## config.mk

```make
export PLATFORM = sky130hd
export DESIGN_NAME = dmac_desc_fifo_flat
export DESIGN_NICKNAME = d
export VERILOG_FILES = /design/src/rtl/dmac_pkg.sv /design/src/rtl/dmac_desc_fifo_if.sv /design/src/rtl/dmac_desc_regfile.sv /design/src/rtl/dmac_desc_fifo.sv /design/src/flat_wrapper.sv
export SDC_FILE = /design/constraint.sdc
export NUM_CORES = 1
export LEC_CHECK = 0
export BUFFER_PORTS_ARGS = -buffer_cell sky130_fd_sc_hd__buf_2
export CAP_MARGIN = 20
export CORE_ASPECT_RATIO = 0.9
export CORE_MARGIN = 1.5
export CORE_UTILIZATION = 54
export CTS_CLUSTER_DIAMETER = 50
export DETAILED_ROUTE_END_ITERATION = 16
export PLACE_DENSITY = 0.83
export RECOVER_POWER = 50
export SYNTH_ARGS = -nofsm -noshare
export SYNTH_HDL_FRONTEND = slang
export SYNTH_SLANG_ARGS = --single-unit
```

## constraint.sdc

```tcl
create_clock -name clk -period 5.6 [get_ports clk]
set_clock_uncertainty 0.15 [all_clocks]
set_input_delay 1.4 -clock clk [delete_from_list [all_inputs] [get_ports clk]]
set_output_delay 1.4 -clock clk [all_outputs]
set_load 0.02 [all_outputs]
```

## src/rtl/dmac_pkg.sv

```systemverilog
// dmac_pkg
//   Shared definitions for the DMAC slice: descriptor geometry, FIFO
//   operation-state encodings and the DMAC master state encodings.
//   Imported by the descriptor FIFO, its interface and the bench.
package dmac_pkg;

   localparam int AW     = 16;        // address / size field width
   localparam int DESC_W = 3 * AW;    // {src, dst, size}
   localparam int DEPTH  = 8;         // descriptor entries
   localparam int PTR_W  = 3;         // log2(DEPTH)
   localparam int CNT_W  = 4;         // occupancy 0..DEPTH

   // Descriptor FIFO operation states (3-bit, legacy-compatible encoding)
   localparam logic [2:0] FS_INIT     = 3'd0;
   localparam logic [2:0] FS_NO_OP    = 3'd1;
   localparam logic [2:0] FS_WRITE    = 3'd2;
   localparam logic [2:0] FS_WR_ERROR = 3'd3;
   localparam logic [2:0] FS_READ     = 3'd4;
   localparam logic [2:0] FS_RD_ERROR = 3'd5;
   localparam logic [2:0] FS_RW_BOTH  = 3'd6;

   // DMAC master states, shared so the master and bench agree on encoding
   localparam logic [2:0] MS_IDLE     = 3'd0;
   localparam logic [2:0] MS_FIFO_POP = 3'd1;
   localparam logic [2:0] MS_RD_SRC   = 3'd2;
   localparam logic [2:0] MS_WR_DST   = 3'd3;
   localparam logic [2:0] MS_DONE     = 3'd4;

   typedef struct packed {
      logic [AW-1:0] src;
      logic [AW-1:0] dst;
      logic [AW-1:0] size;
   } desc_t;

endpackage

```

## src/rtl/dmac_desc_fifo_if.sv

```systemverilog
// dmac_desc_fifo_if
//   Bundles the descriptor FIFO push/pop handshake, data and status.
//   slave  : the FIFO itself (takes requests, drives data and status)
//   master : the agent pushing/popping descriptors
//   state is the FIFO operation state, exposed for observation.
interface dmac_desc_fifo_if
   import dmac_pkg::*;
#(
   parameter int AW    = dmac_pkg::AW,
   parameter int CNT_W = dmac_pkg::CNT_W
);
   logic             clear;
   logic             wr_en;
   logic [AW-1:0]    din_src;
   logic [AW-1:0]    din_dst;
   logic [AW-1:0]    din_size;
   logic             rd_en;
   logic [AW-1:0]    source_addr;
   logic [AW-1:0]    dest_addr;
   logic [AW-1:0]    data_size;
   logic [CNT_W-1:0] data_count;
   logic             full;
   logic             empty;
   logic             wr_ack;
   logic             wr_err;
   logic             rd_ack;
   logic             rd_err;
   logic [2:0]       state;

   modport slave (
      input  clear, wr_en, din_src, din_dst, din_size, rd_en,
      output source_addr, dest_addr, data_size, data_count,
             full, empty, wr_ack, wr_err, rd_ack, rd_err, state
   );

   modport master (
      output clear, wr_en, din_src, din_dst, din_size, rd_en,
      input  source_addr, dest_addr, data_size, data_count,
             full, empty, wr_ack, wr_err, rd_ack, rd_err, state
   );
endinterface

```

## src/rtl/dmac_desc_regfile.sv

```systemverilog
// dmac_desc_regfile
//   DEPTH x W descriptor storage. Synchronous write port; synchronous read
//   straight into the output register, which holds until the next read.
//   clk, reset : clock, synchronous active-high reset (output reg only)
//   we/waddr/wdata : write port
//   re/raddr/rdata : read port, rdata valid the cycle after re
module dmac_desc_regfile
   import dmac_pkg::*;
#(
   parameter int DEPTH = dmac_pkg::DEPTH,
   parameter int PTR_W = dmac_pkg::PTR_W,
   parameter int W     = dmac_pkg::DESC_W
) (
   input  logic             clk,
   input  logic             reset,
   input  logic             we,
   input  logic [PTR_W-1:0] waddr,
   input  logic [W-1:0]     wdata,
   input  logic             re,
   input  logic [PTR_W-1:0] raddr,
   output logic [W-1:0]     rdata
);
   logic [W-1:0] mem [DEPTH];

   // NOTE: storage is deliberately not reset; an entry is only read after
   // it has been written, so a reset here would only cost flops.
   always_ff @(posedge clk) begin
      if (we) mem[waddr] <= wdata;
   end

   // When full, a same-edge write to raddr lands after this read samples
   // the old entry, so the oldest descriptor is returned.
   always_ff @(posedge clk) begin
      if (reset)   rdata <= '0;
      else if (re) rdata <= mem[raddr];
   end
endmodule

```

## src/rtl/dmac_desc_fifo.sv

```systemverilog
// dmac_desc_fifo
//   Descriptor queue feeding the DMAC master. Pushes {src, dst, size},
//   pops into registered outputs one cycle after rd_en, tracks occupancy
//   and reports registered ack/error status from an operation FSM.
//   clk   : clock, rising edge
//   reset : synchronous active-high reset (priority over clear)
//   bus   : dmac_desc_fifo_if.slave (requests, descriptor data, status)
module dmac_desc_fifo
   import dmac_pkg::*;
#(
   parameter int DEPTH = dmac_pkg::DEPTH,
   parameter int PTR_W = dmac_pkg::PTR_W,
   parameter int AW    = dmac_pkg::AW
) (
   input  logic            clk,
   input  logic            reset,
   dmac_desc_fifo_if.slave bus
);
   localparam logic [CNT_W-1:0] FULL_CNT = CNT_W'(DEPTH);

   logic [PTR_W-1:0] wr_ptr;
   logic [PTR_W-1:0] rd_ptr;
   logic [CNT_W-1:0] count;
   logic [2:0]       state_nx;
   logic             push;
   logic             pop;
   logic             run;

   assign bus.data_count = count;
   assign bus.full       = (count == FULL_CNT);
   assign bus.empty      = (count == '0);

   // A push while full is allowed only alongside a pop, which frees the slot.
   assign push = bus.wr_en && (!bus.full || bus.rd_en);
   // No bypass: a pop at empty is rejected even with a concurrent push.
   assign pop  = bus.rd_en && !bus.empty;
   assign run  = !reset && !bus.clear;

   // NOTE: every branch starts from a default so no latch is inferred.
   always_comb begin
      state_nx = FS_NO_OP;
      if (push && pop)  state_nx = FS_RW_BOTH;
      else if (push)    state_nx = FS_WRITE;
      else if (pop)     state_nx = FS_READ;
      else if (bus.wr_en) state_nx = FS_WR_ERROR;
      else if (bus.rd_en) state_nx = FS_RD_ERROR;
   end

   // NOTE: sequential state uses non-blocking assignments so every flop
   // samples pre-edge values regardless of statement order.
   always_ff @(posedge clk) begin
      if (reset) begin
         wr_ptr     <= '0;
         rd_ptr     <= '0;
         count      <= '0;
         bus.state  <= FS_INIT;
         bus.wr_ack <= 1'b0;
         bus.wr_err <= 1'b0;
         bus.rd_ack <= 1'b0;
         bus.rd_err <= 1'b0;
      end else if (bus.clear) begin
         wr_ptr     <= '0;
         rd_ptr     <= '0;
         count      <= '0;
         bus.state  <= FS_NO_OP;
         bus.wr_ack <= 1'b0;
         bus.wr_err <= 1'b0;
         bus.rd_ack <= 1'b0;
         bus.rd_err <= 1'b0;
      end else begin
         // DEPTH is a power of two, so pointers wrap by natural overflow.
         if (push) wr_ptr <= wr_ptr + 1'b1;
         if (pop)  rd_ptr <= rd_ptr + 1'b1;
         case ({push, pop})
            2'b10:   count <= count + 1'b1;
            2'b01:   count <= count - 1'b1;
            default: count <= count;
         endcase
         bus.state  <= state_nx;
         bus.wr_ack <= push;
         bus.wr_err <= bus.wr_en && !push;
         bus.rd_ack <= pop;
         bus.rd_err <= bus.rd_en && !pop;
      end
   end

   logic [3*AW-1:0] desc_q;

   dmac_desc_regfile #(
      .DEPTH (DEPTH),
      .PTR_W (PTR_W),
      .W     (3*AW)
   ) u_regfile (
      .clk   (clk),
      .reset (reset),
      .we    (run && push),
      .waddr (wr_ptr),
      .wdata ({bus.din_src, bus.din_dst, bus.din_size}),
      .re    (run && pop),
      .raddr (rd_ptr),
      .rdata (desc_q)
   );

   assign {bus.source_addr, bus.dest_addr, bus.data_size} = desc_q;
endmodule

```

## src/flat_wrapper.sv

```systemverilog
// flat-port wrapper written by rule: the top's interface ports become plain ports
module dmac_desc_fifo_flat import dmac_pkg::*;
#(
   parameter int DEPTH = dmac_pkg::DEPTH,
   parameter int PTR_W = dmac_pkg::PTR_W,
   parameter int AW    = dmac_pkg::AW
)
  (clk, reset, bus_clear, bus_wr_en, bus_din_src, bus_din_dst, bus_din_size, bus_rd_en, bus_source_addr, bus_dest_addr, bus_data_size, bus_data_count, bus_full, bus_empty, bus_wr_ack, bus_wr_err, bus_rd_ack, bus_rd_err, bus_state);
  dmac_desc_fifo_if #(.AW(AW)) bus_i ();
  input  logic clk;
  input  logic reset;
  input wire logic [$bits(bus_i.clear)-1:0] bus_clear;
  input wire logic [$bits(bus_i.wr_en)-1:0] bus_wr_en;
  input wire logic [$bits(bus_i.din_src)-1:0] bus_din_src;
  input wire logic [$bits(bus_i.din_dst)-1:0] bus_din_dst;
  input wire logic [$bits(bus_i.din_size)-1:0] bus_din_size;
  input wire logic [$bits(bus_i.rd_en)-1:0] bus_rd_en;
  output wire logic [$bits(bus_i.source_addr)-1:0] bus_source_addr;
  output wire logic [$bits(bus_i.dest_addr)-1:0] bus_dest_addr;
  output wire logic [$bits(bus_i.data_size)-1:0] bus_data_size;
  output wire logic [$bits(bus_i.data_count)-1:0] bus_data_count;
  output wire logic [$bits(bus_i.full)-1:0] bus_full;
  output wire logic [$bits(bus_i.empty)-1:0] bus_empty;
  output wire logic [$bits(bus_i.wr_ack)-1:0] bus_wr_ack;
  output wire logic [$bits(bus_i.wr_err)-1:0] bus_wr_err;
  output wire logic [$bits(bus_i.rd_ack)-1:0] bus_rd_ack;
  output wire logic [$bits(bus_i.rd_err)-1:0] bus_rd_err;
  output wire logic [$bits(bus_i.state)-1:0] bus_state;
  assign bus_i.clear = bus_clear;
  assign bus_i.wr_en = bus_wr_en;
  assign bus_i.din_src = bus_din_src;
  assign bus_i.din_dst = bus_din_dst;
  assign bus_i.din_size = bus_din_size;
  assign bus_i.rd_en = bus_rd_en;
  assign bus_source_addr = bus_i.source_addr;
  assign bus_dest_addr = bus_i.dest_addr;
  assign bus_data_size = bus_i.data_size;
  assign bus_data_count = bus_i.data_count;
  assign bus_full = bus_i.full;
  assign bus_empty = bus_i.empty;
  assign bus_wr_ack = bus_i.wr_ack;
  assign bus_wr_err = bus_i.wr_err;
  assign bus_rd_ack = bus_i.rd_ack;
  assign bus_rd_err = bus_i.rd_err;
  assign bus_state = bus_i.state;
  dmac_desc_fifo #(.DEPTH(DEPTH), .PTR_W(PTR_W), .AW(AW)) u_core (.clk(clk), .reset(reset), .bus(bus_i));
endmodule
```

==> Yosys cells after proc, flatten, opt, wreduce, memory -nomap -nowiden <==
Memory sizes are Yosys's and may differ from the RTL's. A register that Yosys moved wholly into a read port is not among the register bits.
Index checks and enable logic that the tools add are counted.
Widths: inputs -> output; s select.
{ "word_totals": {"register_bits": 17, "latchBits": 0, "ramBits": 384, "rom_bits": 0, "in_bits": 53, "output_inout_bits": 61, "word_cells": 44, "memories": 1} }
{ "mem_list": {"columns": ["name", "depth", "word_bits", "read_ports", "rd_clocked_by_memory_dff", "wr", "line_no", "rtl"], "rows": [
  ["u_core.u_regfile.mem", 8, 48, 1, 1, 1, "dmac_desc_regfile.sv:23", "logic [W-1:0] mem [DEPTH];"]
]} }
{ "classes": {"addsub": 4, "multipliers": 0, "n_div": 0, "n_lt_le_gt_ge": 0, "eq_ne": 3, "shift": 0, "n_mux": 9, "n_bitwise": 0, "reduce_logical": 18} }
{ "op_table": {"columns": ["cell", "n"], "rows": [
  ["$mux 3", 5],
  ["$logic_and 1x1->1", 8],
  ["$pmux 4 s2", 1],
  ["$add 3x1->3 const B", 2],
  ["$logic_not 1->1", 6],
  ["$add 4x1->4 const B", 1],
  ["$eq 4x4->1 const B", 1],
  ["$logic_not 4->1", 1],
  ["$sub 4x1->4 const B", 1],
  ["$mux 1", 3],
  ["$eq 2x1->1 const B", 1],
  ["$eq 2x2->1 const B", 1],
  ["$reduce_bool 2->1", 1],
  ["$reduce_or 2->1", 1],
  ["$logic_or 1x1->1", 1]
]} }

==> Depth between registers and ports, before layout <==
{ "depth": {"depth_word": 7, "mapped_depth": 12} }

==> Modules after synthesis <==
From an unflattened synthesis, not the netlist that was laid out.
{ "unflattened": {"cells_unflattened": 979, "area_unflattened_um2": 17165.2} }
{ "modules_own_cells": {"columns": ["mod", "instances", "cells_per_inst", "area_each_um2"], "rows": [
  ["dmac_desc_regfile", 1, 890, 16340.7],
  ["dmac_desc_fifo", 1, 89, 824.5]
]} }

==> Least setup slack after synthesis <==
Ideal clock, no wire load.
{ "synth_timing": {"path_type": "input port to flip-flop", "from": "in reset", "to": "mem u_core.u_regfile.mem[0][0] (netlist bit), enable pin", "setup_time_ns": 0.513, "arrival_time_ns": 5.267, "required_time_ns": 4.937, "slack_ns": -0.330, "cell_stages": 5, "path_cell_list": "clkbuf_1 nor2_1 o211a_1 nand2b_1 nor3_1"} }
{ "synth_between": {"elab_chain_len": 5} }
{ "synth_lines": {"columns": ["element", "line_no", "rtl"], "rows": [
  ["start, declared", "flat_wrapper.sv:11", "input logic reset;"],
  ["$logic_not 1->1", "dmac_desc_fifo.sv:37", "assign run = !reset && !bus.clear;"],
  ["$logic_and 1x1->1", "dmac_desc_fifo.sv:37", null],
  ["$logic_and 1x1->1", "dmac_desc_fifo.sv:96", ".we (run && push),"],
  ["$mux 1", "dmac_desc_regfile.sv:28", "if (we) mem[waddr] <= wdata;"],
  ["$mux 1 (implied by the code)", "dmac_desc_regfile.sv:28", null],
  ["end, declared", "dmac_desc_regfile.sv:23", null]
]} }
No other way between the ends.

==> Worst setup path after layout <==
{ "layout_timing": {"from": "in reset", "to": "reg u_core.u_regfile.rdata[45], read port of u_core.u_regfile.mem"} }
{ "layout_between": {"elab_chain_len": 3} }
{ "layout_lines": {"columns": ["element", "line_no", "rtl"], "rows": [
  ["$logic_not 1->1", "dmac_desc_fifo.sv:37", null],
  ["$logic_and 1x1->1", "dmac_desc_fifo.sv:37", null],
  ["$logic_and 1x1->1", "dmac_desc_fifo.sv:99", ".re (run && pop),"],
  ["end, declared", "dmac_desc_regfile.sv:21", "output logic [W-1:0] rdata"]
]} }
Several ways; a longest one is shown, not always the timed one.
A chain may end at the register's enable or synchronous reset.

==> results.py <==
metrics = {
    "synth": {
        "synth.distinct_cells": 42,
        "synth_compound_area_frac": 0.0230,
        "ys_top_cells_by_area": "edfxtp_1, mux4_2, dfxtp_1",
        "yosys.area_share.simple": 0.0531,
        "synth_top_family_by_area": "multiplexers",
        "synth.top_cell.area_share": 0.688,
        "synth_commonest_cells": "edfxtp_1, mux4_2, dfxtp_1",
        "avgSynthCellArea_um2": 20.5,
        "postSynth.asyncResetShare": 0,
        "ys_seq_area_frac": 0.766,
        "yosys.area_share.adder": 0.00523,
        "synth_top_area_cell": "edfxtp_1",
        "synth_mux_area_frac": 0.130,
        "yosysMostFrequentCell": "edfxtp_1",
        "syn-num-nets": 878,
        "syn_area_um2": 16800,
        "synth-xor-area-share": 0.00366,
        "yosys_warnings": 0,
        "synth_cells": 818,
        "ys_ff_latch": 449,
        "synth-edff-count": 384,
        "ys.flop_type": "edfxtp_1",
    },
    "route": {
        "viasPerCell": 6.04,
        "vias": 8332,
        "drcViolationCount": 0,
        "drt_iter0_drc": 766,
        "detailedRoute.firstPassIterationCount": 5,
        "final_antenna_net_count": 0,
        "routedWlPerCell_um": 23.8,
        "wl_um": 32900,
    },
    "setup_path": {
        "criticalPathCategory": "input pin to register",
        "critPathTopFamily": "simple AND/OR/NAND/NOR gates",
        "cpMaxStageDelayCell": "nor3b_1",
        "cp_data_required_time_ns": 5.85,
        "cpPeakStageDelay_ns": 0.60,
        "crit_chain": "clkbuf_1 > buf_4 > nor3b_1 > nand3_2 > buf_4 > o22ai_1 > nor3_2",
        "cp_max_fo": 51,
        "crit_top_cell": "buf_4",
        "cp-end-kind": "register",
        "arrival_ns": 3.86,
        "cp.buffers_inverters": 3,
        "cp-start-kind": "input pin",
    },
    "floorplanning": {
        "fp.dieH_um": 170,
        "initial_core_util": 0.555,
        "dieArea_um2": 32100,
        "io_pins": 114,
        "die_w_um": 189,
        "rows": 60,
        "coreArea_um2": 30200,
    },
    "placement": {
        "dpl.hpwl_um": 18800,
        "place.gp.congestion": 0.769,
        "port_buffers": 113,
        "place_area_um2": 17700,
    },
    "pwr": {
        "p_leak_uw": 0.00594,
        "ir_drop_v": 0.000293,
        "power-per-cell-area_nw_per_um2": 353,
    },
    "global_route": {
        "grtUsageTotal": 0.210,
        "grt_overflow": 0,
        "grt_pass1_wl_um": 50400,
        "grt_max_degree": 70,
        "grt_pass1_vias": 8539,
        "antenna_found_initial": 0,
    },
    "outcome": {
        "outcome": "complete, no violations",
    },
    "finish": {
        "final_cell_area_um2": 19000,
        "layout-drive-gt1-share": 0.248,
        "num_antenna_cells": 0,
        "area.growth.synth_to_final_pct": 13.5,
        "layout.nets": 1003,
    },
    "clock_network": {
        "cts_made_buffers": 44,
        "post-cts-setup-buffer-count": 0,
        "cts_num_sinks": 449,
        "cts-root-buf": "clkbuf_16",
        "cts-resized-gates": 0,
        "cts_tree": "built",
        "clock_latency_ns": 0.55,
        "htreeDepth": 2,
        "clkTransAtPathRegs_ns": 0.06,
        "cts_max_path_buffers": 3,
        "cts_hold_buf": 0,
    },
    "sta": {
        "finalSetupViolCount": 0,
        "slew_violations": 0,
        "worst_slew_pin_slew_ns": 1.06,
        "fmax_ghz": 0.276,
        "finalCritPeriodShare": 0.646,
        "whs_ns": 0.348,
        "fin_setup_tns_ns": 0,
        "layout_min_cycle_time_ns": 3.62,
        "hold_viol_final": 0,
        "slew_headroom": 0.293,
        "rsz0062_at_grt": "no",
    },
    "hold_path": {
        "hold_class": "register to register",
    },
    "run": {
        "maxCapViolations": 0,
    },
}
==> layer usage <==
metal | routed length [um] | track usage
met1 | 13300 | 0.278
met2 | 16600 | 0.354
met3 | 2120 | 0.0408
met4 | 956 | 0.0687
met5 | 0 | 0
==> area by class of cell <==
type,instances,area (um^2)
inverters,5,18.8
fillers,2033,11200
flip-flops and latches,449,12800
repair buffers,128,601
multi-input cells,315,3660
clock buffers,64,1250
clock inverters,16,143
well taps,403,504
==> per-stage QoR <==
stage / utilization / power, uW / setup slack (ns) / instances
after floorplan: - / 3850 / 0.957 / 818
after global placement: 0.588 / 3930 / 1.68 / 1299
after detailed placement: 0.588 / 3940 / 1.62 / 1299
after CTS: 0.634 / 6750 / 2.18 / 1379
after global routing: 0.630 / 6900 / 1.83 / 1380
final: 0.630 / 6710 / 1.98 / 1380
==> flip-flops by register name, summed over array words and instances, names as in the netlist <==
| signal | count |
|---|---|
| u_core.bus.wr_err | 1 |
| u_core.bus.state | 3 |
| u_core.wr_ptr | 3 |
| u_core.bus.wr_ack | 1 |
| u_core.u_regfile.rdata | 48 |
| u_core.bus.rd_ack | 1 |
| u_core.rd_ptr | 3 |
| u_core.bus.data_count | 4 |
| u_core.bus.rd_err | 1 |
| u_core.u_regfile.mem | 384 |
==> worst paths after layout <==
path                                end                       from  slack [ns]  cells after the start
max          u_core.u_regfile.rdata[45]                      reset        1.98                      7
min           u_core.u_regfile.rdata[1]  u_core.u_regfile.rdata[1]        0.35                      2
max reg2reg  u_core.u_regfile.mem[1][5]   u_core.bus.data_count[1]        2.61                      6
min reg2reg   u_core.u_regfile.rdata[1]  u_core.u_regfile.rdata[1]        0.35                      2
==> worst register-to-register path: cells and delay by family, from the launching register on <==
| family | cells | cell delay, ns |
|---|---|---|
| buffers and inverters | 2 | 0.51 |
| DFF | 1 | 0.48 |
| AOI/OAI and AO/OA | 1 | 0.22 |
| and+or+nand+nor | 3 | 1.29 |
==> report_power, final <==
group | internal, uW | switching [uW] | leakage (uW)
registers | 3650 | 19.1 | 0.00399
clock network | 1640 | 1200 | 0.000680
logic | 66.8 | 127 | 0.00127
total | 5360 | 1350 | 0.00594
==> cells in the final DEF (no fill, tap or decap), types with 3 or more instances in the layout <==
cell type and instances:
a21oi_1 5, buf_2 15, buf_4 12, clkbuf_1 113
clkbuf_16 46, clkbuf_8 3, clkinv_1 4, clkinv_2 7
dfxtp_1 63, edfxtp_1 384, ha_1 7, inv_1 5
mux4_2 96, nand2_1 7, nand2b_1 3, nor2_1 52
nor2_4 16, nor3_1 20, nor3_2 29, o22ai_1 48
xor2_1 5
==> kinds of logic (layout without fill, tap and decap cells) <==
logic type | Yosys count | after routing
multiplexers | 98 | 98
flip-flops | 449 | 449
buffers and inverters | 54 | 213
XOR/XNOR | 7 | 7
adder cells (fa/ha/maj) | 7 | 7
AND/OR/NAND/NOR | 142 | 142
AO/OA/AOI/OAI | 61 | 61
(Power assumes the default switching activity.)
